==> src/rtl/fetch_unit_pkg.sv <==
// Shared CPU defines for the fetch stage: bubble word, reset PC, FSM encoding.
package fetch_unit_pkg;

    localparam int unsigned XLEN = 16;

    localparam logic [XLEN-1:0] NOP_INSTR_DEF = 16'h0800;
    localparam logic [XLEN-1:0] RESET_PC_DEF  = 16'h0000;

    typedef enum logic [1:0] {
        ST_FETCH = 2'd0,
        ST_HOLD  = 2'd1,
        ST_KILL  = 2'd2
    } fetch_state_e;

    // Instruction word paired with its return address (fetched address + 1).
    typedef struct packed {
        logic [XLEN-1:0] instr;
        logic [XLEN-1:0] pc;
    } fetch_word_t;

    // PC increment; wraps 16'hFFFF -> 16'h0000 by width truncation.
    function automatic logic [XLEN-1:0] pc_inc(input logic [XLEN-1:0] pc);
        return XLEN'(pc + XLEN'(1));
    endfunction

endpackage

==> src/rtl/fetch_unit_if.sv <==
// Instruction-memory read port: request/address out, same-cycle ack/data back.
interface fetch_unit_if;
    import fetch_unit_pkg::*;

    logic            req;
    logic [XLEN-1:0] addr;
    logic            ack;
    logic [XLEN-1:0] rdata;

    modport master (output req, output addr, input ack, input rdata);
    modport slave  (input req, input addr, output ack, output rdata);

endinterface

==> src/rtl/fetch_unit.sv <==
// Instruction fetch stage: drives imem reads, buffers a word across stalls,
// and discards in-flight reads made stale by a branch redirect.
module fetch_unit
    import fetch_unit_pkg::*;
#(
    parameter logic [XLEN-1:0] RESET_PC  = RESET_PC_DEF,
    parameter logic [XLEN-1:0] NOP_INSTR = NOP_INSTR_DEF
) (
    input  logic                clk,
    input  logic                rst,
    input  logic                stall,
    input  logic                redirect,
    input  logic [XLEN-1:0]     redirect_pc,
    fetch_unit_if.master        imem,
    output logic [XLEN-1:0]     pc_out,
    output logic [XLEN-1:0]     instr_out,
    output logic                instr_valid,
    output logic [XLEN-1:0]     fetch_cnt
);

    fetch_state_e    state, state_nxt;
    logic [XLEN-1:0] pc, pc_nxt;
    logic [XLEN-1:0] kill_addr, kill_addr_nxt;
    fetch_word_t     buf_word, buf_word_nxt;
    fetch_word_t     out_nxt;
    logic            valid_nxt;
    logic            upd;
    logic            req_q, req_nxt;
    logic [XLEN-1:0] addr_q, addr_nxt;

    assign imem.req  = req_q;
    assign imem.addr = addr_q;

    // Redirect overrides stall; outputs only move on an update cycle.
    assign upd = !stall || redirect;

    // State register, PC, holding buffer and registered imem request.
    always_ff @(posedge clk or negedge rst) begin
        if (!rst) begin
            state     <= ST_FETCH;
            pc        <= RESET_PC;
            kill_addr <= '0;
            buf_word  <= '{instr: NOP_INSTR, pc: '0};
            req_q     <= 1'b1;
            addr_q    <= RESET_PC;
        end else begin
            state     <= state_nxt;
            pc        <= pc_nxt;
            kill_addr <= kill_addr_nxt;
            buf_word  <= buf_word_nxt;
            req_q     <= req_nxt;
            addr_q    <= addr_nxt;
        end
    end

    // Output register toward IF/ID plus delivered-instruction counter.
    always_ff @(posedge clk or negedge rst) begin
        if (!rst) begin
            instr_out   <= NOP_INSTR;
            pc_out      <= '0;
            instr_valid <= 1'b0;
            fetch_cnt   <= '0;
        end else if (upd) begin
            instr_out   <= out_nxt.instr;
            pc_out      <= out_nxt.pc;
            instr_valid <= valid_nxt;
            if (valid_nxt) begin
                fetch_cnt <= XLEN'(fetch_cnt + XLEN'(1));
            end
        end
    end

    // Next-state, PC and output selection; default output is a bubble.
    always_comb begin
        state_nxt     = state;
        pc_nxt        = pc;
        kill_addr_nxt = kill_addr;
        buf_word_nxt  = buf_word;
        out_nxt       = '{instr: NOP_INSTR, pc: '0};
        valid_nxt     = 1'b0;

        unique case (state)
            ST_FETCH: begin
                if (redirect) begin
                    pc_nxt = redirect_pc;
                    if (!imem.ack) begin
                        kill_addr_nxt = pc;
                        state_nxt     = ST_KILL;
                    end
                end else if (imem.ack) begin
                    pc_nxt = pc_inc(pc);
                    if (stall) begin
                        buf_word_nxt = '{instr: imem.rdata, pc: pc_inc(pc)};
                        state_nxt    = ST_HOLD;
                    end else begin
                        out_nxt   = '{instr: imem.rdata, pc: pc_inc(pc)};
                        valid_nxt = 1'b1;
                    end
                end
            end
            ST_HOLD: begin
                if (redirect) begin
                    pc_nxt       = redirect_pc;
                    buf_word_nxt = '{instr: NOP_INSTR, pc: '0};
                    state_nxt    = ST_FETCH;
                end else if (!stall) begin
                    out_nxt   = buf_word;
                    valid_nxt = 1'b1;
                    state_nxt = ST_FETCH;
                end
            end
            ST_KILL: begin
                if (redirect) begin
                    pc_nxt = redirect_pc;
                end
                if (imem.ack) begin
                    state_nxt = ST_FETCH;
                end
            end
            default: begin
                state_nxt = ST_FETCH;
            end
        endcase

        // Address held stable until ack; KILL keeps presenting the stale address.
        req_nxt  = (state_nxt != ST_HOLD);
        addr_nxt = (state_nxt == ST_KILL) ? kill_addr_nxt : pc_nxt;
    end

endmodule

==> src/flat_wrapper.sv <==
// flat-port wrapper written by rule: the top's interface ports become plain ports
module fetch_unit_flat import fetch_unit_pkg::*;
#(
    parameter logic [XLEN-1:0] RESET_PC  = RESET_PC_DEF,
    parameter logic [XLEN-1:0] NOP_INSTR = NOP_INSTR_DEF
)
  (clk, rst, stall, redirect, redirect_pc, pc_out, instr_out, instr_valid, fetch_cnt, imem_req, imem_addr, imem_ack, imem_rdata);
  fetch_unit_if imem_i ();
  input  logic clk;
  input  logic rst;
  input  logic stall;
  input  logic redirect;
  input  logic [XLEN-1:0] redirect_pc;
  output logic [XLEN-1:0] pc_out;
  output logic [XLEN-1:0] instr_out;
  output logic instr_valid;
  output logic [XLEN-1:0] fetch_cnt;
  output wire logic [$bits(imem_i.req)-1:0] imem_req;
  output wire logic [$bits(imem_i.addr)-1:0] imem_addr;
  input wire logic [$bits(imem_i.ack)-1:0] imem_ack;
  input wire logic [$bits(imem_i.rdata)-1:0] imem_rdata;
  assign imem_req = imem_i.req;
  assign imem_addr = imem_i.addr;
  assign imem_i.ack = imem_ack;
  assign imem_i.rdata = imem_rdata;
  fetch_unit #(.RESET_PC(RESET_PC), .NOP_INSTR(NOP_INSTR)) u_core (.clk(clk), .rst(rst), .stall(stall), .redirect(redirect), .redirect_pc(redirect_pc), .imem(imem_i), .pc_out(pc_out), .instr_out(instr_out), .instr_valid(instr_valid), .fetch_cnt(fetch_cnt));
endmodule
==> config.mk <==
export PLATFORM = sky130hd
export DESIGN_NAME = fetch_unit_flat
export DESIGN_NICKNAME = d
export VERILOG_FILES = /design/src/rtl/fetch_unit_pkg.sv /design/src/rtl/fetch_unit_if.sv /design/src/rtl/fetch_unit.sv /design/src/flat_wrapper.sv
export SDC_FILE = /design/constraint.sdc
export NUM_CORES = 1
export LEC_CHECK = 0
export ABC_AREA = 1
export BUFFER_PORTS_ARGS = -buffer_cell sky130_fd_sc_hd__buf_2
export CAP_MARGIN = 30
export CORE_MARGIN = 3
export CORE_UTILIZATION = 40
export CTS_BUF_LIST = sky130_fd_sc_hd__clkbuf_4
export CTS_CLUSTER_SIZE = 40
export DETAILED_ROUTE_END_ITERATION = 12
export HOLD_SLACK_MARGIN = 0.05
export MAX_ROUTING_LAYER = met4
export PLACE_DENSITY = 0.6
export SETUP_SLACK_MARGIN = 0.05
export SLEW_MARGIN = 20
export SYNTH_ARGS = -nofsm -noshare
export SYNTH_HDL_FRONTEND = slang
export SYNTH_SLANG_ARGS = --single-unit
==> constraint.sdc <==
create_clock -name clk -period 2.3 [get_ports clk]
set_clock_uncertainty 0.15 [all_clocks]
set_input_delay 0.23 -clock clk [delete_from_list [all_inputs] [get_ports clk]]
set_output_delay 0.23 -clock clk [all_outputs]
set_load 0.1 [all_outputs]
==> impl_metrics.toml, run 1 <==
[drt]
vias = 5261
wl_met2_um = 7026
dr_wl_met3_um = 850
vias_per_cell = 4.903
dr.max_layer_used = "met4"
drc = 0
antenna_left = 0
first_pass_iters = 5
wl_met1_um = 7745
wl_um = 15970
wl_per_cell_um = 14.88
drtIter0Drc = 440

[grt]
grt_overflow_total = 0
grt_max_degree = 53
track_usage = 0.2007
grt_pass1_wl_um = 26100
grt_pass1_vias = 5222
grt_antenna_before_repair = 1

[setup_path]
critPathArrivalTime_ns = 2.34
crit_type = "flop to flop"
cp.required_ns = 2.55
cp-end-kind = "flop"
slowest_stage = "dfrtp_1"
cpLargestDelayFamily = "buffers and inverters"
path_cells = "inv_1 > ha_1 > nor2_1 > nor3_2 > o21ai_2 > inv_2 > o21ai_0"
cp.buffers_inverters = 2
critPathMaxFanout = 30
critPathMaxStageDelay_ns = 0.42
start_kind = "flop"

[synthesis]
synth_area_leaders = "dfrtp_1, nand2_1, inv_1"
synth_warnings = 0
synth_commonest_cells = "nand2_1, dfrtp_1, inv_1"
yosysMostFrequentCell = "nand2_1"
ys_types = 46
syn_avg_cell_area_um2 = 8.840
synthCells = 707
synth_top_cell_by_area = "dfrtp_1"
synth.top_cell.area_share = 0.5165
async_flop_share = 1.000
ys_ff_latch = 132
synth_area_um2 = 6250
ys_seq_area_frac = 0.5291
syn_nets = 750
synth_edf_count = 0
synth_ff_type = "dfrtp_1"

[cells_and_area]
nNetsFinal = 891
area_delta_synth_final_pct = 23.06
final_util = 0.5041
drive_gt1_frac = 0.2198
stdcell_area_um2 = 7691

[timing]
finalSetupViolCount = 0
slew_headroom = 0.6503
max_clock_freq_mhz = 478.2
worstMarginPinSlew_ns = 0.5282
holdWs_ns = 0.1520
final-hold-violation-count = 0
fin_crit_ns = 2.091
report.final.slew_viol_count = 0
rsz0062_at_grt = "yes"
finalSetupTns_ns = 0
fin_crit_sh = 0.9092

[floorplan]
row_count = 45
die_area_um2 = 17160
coreArea_um2 = 15260
io_pins = 103
start_util = 0.4096
die_w_um = 131.0
die_y_um = 131.0

[placement]
placed_cell_area_um2 = 7033
port_buffers = 102
gp_congestion = 0.8828
dp_hpwl_um = 11150

[power]
ir_drop_uv = 795.2
power_leakage_uw = 0.003916
total_power_uw = 10040
powerDensity_nw_per_um2 = 1305

[cts]
clock-sinks = 132
numCtsBuffers = 17
cts_tree = "built"
clk_pin_slew_ns = 0.10
clk_latency_ns = 0.54
cts_root_buffer = "clkbuf_4"
clockBufferDepth = 2
htreeDepth = 4

[outcome]
status = "finished, final reports clean"

[run]
maxCapViolCount = 0

[min_path]
hold_path.class = "input pin to flop"
[cells by family (layout without fill, tap and decap cells)]
logic type	after synthesis	in the layout	synth area share
flops	132	132	0.5291
buf+inv	130	283	0.08549
fa+ha+maj	6	6	0.01201
other cells	0	2	0
xor+xnor	19	19	0.02663
simple gates	252	252	0.1796
mux	1	1	0.001802
compound gates	167	167	0.1654
[layer usage]
metal / global-route usage / vias to the layer above
li1: - / 2613
met1: 0.2762 / 2450
met2: 0.2921 / 172
met3: 0.03496 / 26
met4: 0.08651 / 0
met5: - / -
[worst min-delay path: stages]
cell and delay (ns):
buf_2 0.07, nand2_1 0.09, o21ai_0 0.09, a211oi_1 0.07, a21oi_1 0.22
[registers in the layout, indices dropped and copies added, names as in the netlist]
register,count
u_core.pc_out,16
u_core.fetch_cnt,16
u_core.state,2
u_core.instr_valid,1
u_core.instr_out,16
u_core.imem.addr,16
u_core.kill_addr,16
u_core.buf_word,32
u_core.pc,16
u_core.imem.req,1
[area by class of cell]
type | instances | area [um^2]
Antenna cell | 2 | 5.005
Clock buffer | 19 | 142.6
Clock inverter | 12 | 115.1
Fill cell | 1476 | 7567
Inverter | 101 | 397.9
Multi-Input combinational cell | 445 | 2436
Sequential cell | 132 | 3314
Tap cell | 211 | 264.0
Timing Repair Buffer | 151 | 1016
[worst paths after layout]
| check | from | end | slack, ns | depth (start not counted) |
|---|---|---|---|---|
| setup / recovery | u_core.state[1] | u_core.buf_word[6] | 0.21 | 7 |
| hold / removal | redirect_pc[10] | u_core.pc[10] | 0.15 | 5 |
| setup reg to reg | u_core.state[1] | u_core.buf_word[6] | 0.21 | 7 |
| hold reg to reg | u_core.pc_out[14] | u_core.pc_out[14] | 0.34 | 2 |
| max in group asynchronous | rst | u_core.instr_out[11] | 0.94 | 4 |
| min in group asynchronous | rst | u_core.fetch_cnt[13] | 0.46 | 3 |
[stage by stage]
step                setup WS, ns  instances
floorplan                0.06285        707
global placement         0.08237       1005
detailed placement       0.05196       1005
CTS                       0.1160       1071
global route             0.03371       1073
finish                    0.2088       1073
[repair_timing]
action	CTS	global route
hold buffers	35	0
gates resized for setup	1	7
setup buffers	0	0
setup endpoints to repair	1	48
endpoints found under the hold margin	189	0
pin swaps	0	0
[power by group]
group	switching, uW	leakage (uW)	internal [uW]
registers	392	0.00169	3110
logic	3890	0.00208	1180
clock network	819	0.000142	645
[cells in the final DEF, fill, tap and decap left out, types with 2 or more instances in the layout]
master,n
a21boi_0,3
a21oi_1,15
a21oi_2,2
a22o_1,26
a22oi_1,3
buf_12,4
buf_2,101
buf_4,12
bufinv_16,2
clkbuf_4,19
clkinv_1,4
clkinv_2,4
clkinv_4,2
dfrtp_1,123
dfrtp_2,6
dfstp_2,3
diode_2,2
dlygate4sd3_1,34
ha_1,5
inv_1,92
inv_2,5
inv_4,2
nand2_1,169
nand2_2,2
nand3_1,28
nand4_1,5
nor2_1,24
nor2_2,4
nor2_4,4
nor3_1,4
nor3_2,4
o21ai_0,67
o21ai_1,8
o21ai_2,4
o22ai_1,34
or2_1,2
xnor2_1,4
xor2_1,15
Power figures use the tool's default switching activity.
==> inputs of run 2 (changes only) <==
--- a/config.mk
+++ b/config.mk
@@ -15,7 +15,7 @@
 export DETAILED_ROUTE_END_ITERATION = 12
 export HOLD_SLACK_MARGIN = 0.05
 export MAX_ROUTING_LAYER = met4
-export PLACE_DENSITY = 0.6
+export PLACE_DENSITY = 0.57
 export SETUP_SLACK_MARGIN = 0.05
 export SLEW_MARGIN = 20
 export SYNTH_ARGS = -nofsm -noshare
==> run 2 against run 1 <==
  * Clock power fell by 5%
  * Flip-flop and latch count stayed put
  * Sequential share of layout area about the same
  * Critical path type unchanged
  * Non-clock buffer count is 5 higher
  * Die area did not move
  * Routed wire length grew 3.1%
==> impl_metrics.toml, run 2 (synthesis results as in run 1) <==
[outcome]
status = "finished, final reports clean"

[placement]
placed_cell_area_um2 = 7058
port_buffers = 102
dp_hpwl_um = 11510
gp_congestion = 0.8880

[cts]
clock-sinks = 132
clk_latency_ns = 0.55
cts_tree = "built"
htreeDepth = 4
clockBufferDepth = 2
clk_pin_slew_ns = 0.11
cts_root_buffer = "clkbuf_4"
numCtsBuffers = 17

[timing]
finalSetupTns_ns = 0
fin_crit_sh = 0.9132
worstMarginPinSlew_ns = 0.5240
finalSetupViolCount = 0
report.final.slew_viol_count = 0
rsz0062_at_grt = "yes"
slew_headroom = 0.6502
max_clock_freq_mhz = 476.1
final-hold-violation-count = 0
fin_crit_ns = 2.100

[drt]
wl_met2_um = 7560
wl_um = 16460
wl_per_cell_um = 15.29
vias_per_cell = 4.981
antenna_left = 0
dr_wl_met3_um = 755
first_pass_iters = 5
drc = 0
dr.max_layer_used = "met4"
wl_met1_um = 7896
drtIter0Drc = 425
vias = 5365

[grt]
track_usage = 0.2054
grt_pass1_wl_um = 26550
grt_antenna_before_repair = 0
grt_pass1_vias = 5196
grt_overflow_total = 0
grt_max_degree = 46

[floorplan]
io_pins = 103
start_util = 0.4096
die_y_um = 131.0
die_area_um2 = 17160
coreArea_um2 = 15260
die_w_um = 131.0
row_count = 45

[cells_and_area]
area_delta_synth_final_pct = 23.10
layout_commonest_cell = "nand2_1"
final_cell_mix = "nand2_1, dfrtp_1, buf_2, inv_1, o21ai_0"
stdcell_area_um2 = 7694
antenna_cells = 0
drive_gt1_frac = 0.2252
top_register = "u_core.buf_word"
largest_register_ffs = 32
nNetsFinal = 896

[setup_path]
cp-end-kind = "flop"
rr_worst_depth = 13
reg2reg_setup_slack_ns = 0.20
crit_type = "flop to flop"
r2r-start = "u_core.state[1]"
start_kind = "flop"
cp.required_ns = 2.57
r2r-end = "u_core.imem.addr[11]"
critPathArrivalTime_ns = 2.37
critPathMaxFanout = 18

[power]
powerDensity_nw_per_um2 = 1298
ir_drop_uv = 802.4
power_leakage_uw = 0.003921
total_power_uw = 9988

[min_path]
hold_path.class = "input pin to asynchronous set/reset pin"

[run]
maxCapViolCount = 0
==> run 2: worst max-delay path: stages (launching register included) <==
cell,delay (ns)
dfrtp_1,0.42
inv_1,0.12
ha_2,0.25
inv_2,0.08
nor2_4,0.10
nand2_2,0.08
o21ai_1,0.08
o21ai_1,0.07
nand2_1,0.07
inv_2,0.05
nor2_4,0.15
nand2_8,0.13
clkinv_8,0.12
o21ai_0,0.10
==> run 2: layout make-up <==
class | instances | area [um^2]
inverter | 101 | 397.9
tap | 211 | 264.0
clock inverter | 12 | 90.09
clock buffer | 20 | 150.1
fill | 1487 | 7565
sequential | 132 | 3314
timing repair buffer | 156 | 1051
multi-input combinational | 445 | 2426
==> run 2: timing repair <==
item                       CTS  global route
pin swaps                    0             1
setup endpoints to repair    1            40
resized for setup            1             5
hold endpoints to repair   191             0
hold buffers                34             0
setup buffers                0             1
==> run 2: through the flow <==
step	util	setup WS [ns]	hold WS [ns]	instances
floorplan	-	0.06285	-0.2156	707
global placement	0.4626	0.1142	0.09896	1010
detailed placement	0.4626	0.03682	0.1036	1010
CTS	0.5015	0.06886	0.05156	1076
global route	0.5042	0.008283	0.08719	1077
finish	0.5042	0.1997	0.1127	1077
==> run 2: metal layers <==
| metal | track usage | up-vias |
|---|---|---|
| li1 | - | 2620 |
| met5 | - | - |
| met2 | 0.3157 | 144 |
| met1 | 0.2750 | 2585 |
| met3 | 0.04187 | 16 |
| met4 | 0.06352 | 0 |
==> run 2: worst max path at each step <==
stage / from / end / slack, ns
5_1_grt: u_core.state[1] / u_core.imem.addr[11] / 0.008
4_1_cts: u_core.state[1] / u_core.fetch_cnt[12] / 0.07
2_1_floorplan: u_core.fetch_cnt[0] / u_core.fetch_cnt[12] / 0.06
3_3_place_gp: u_core.state[0] / u_core.imem.addr[11] / 0.11
6_report: u_core.state[1] / u_core.imem.addr[11] / 0.20
3_5_place_dp: u_core.state[0] / u_core.imem.addr[11] / 0.04
==> run 2: power breakdown <==
part / internal (uW) / switching (uW)
clock network: 550 / 844
logic: 1190 / 3920
registers: 3110 / 384
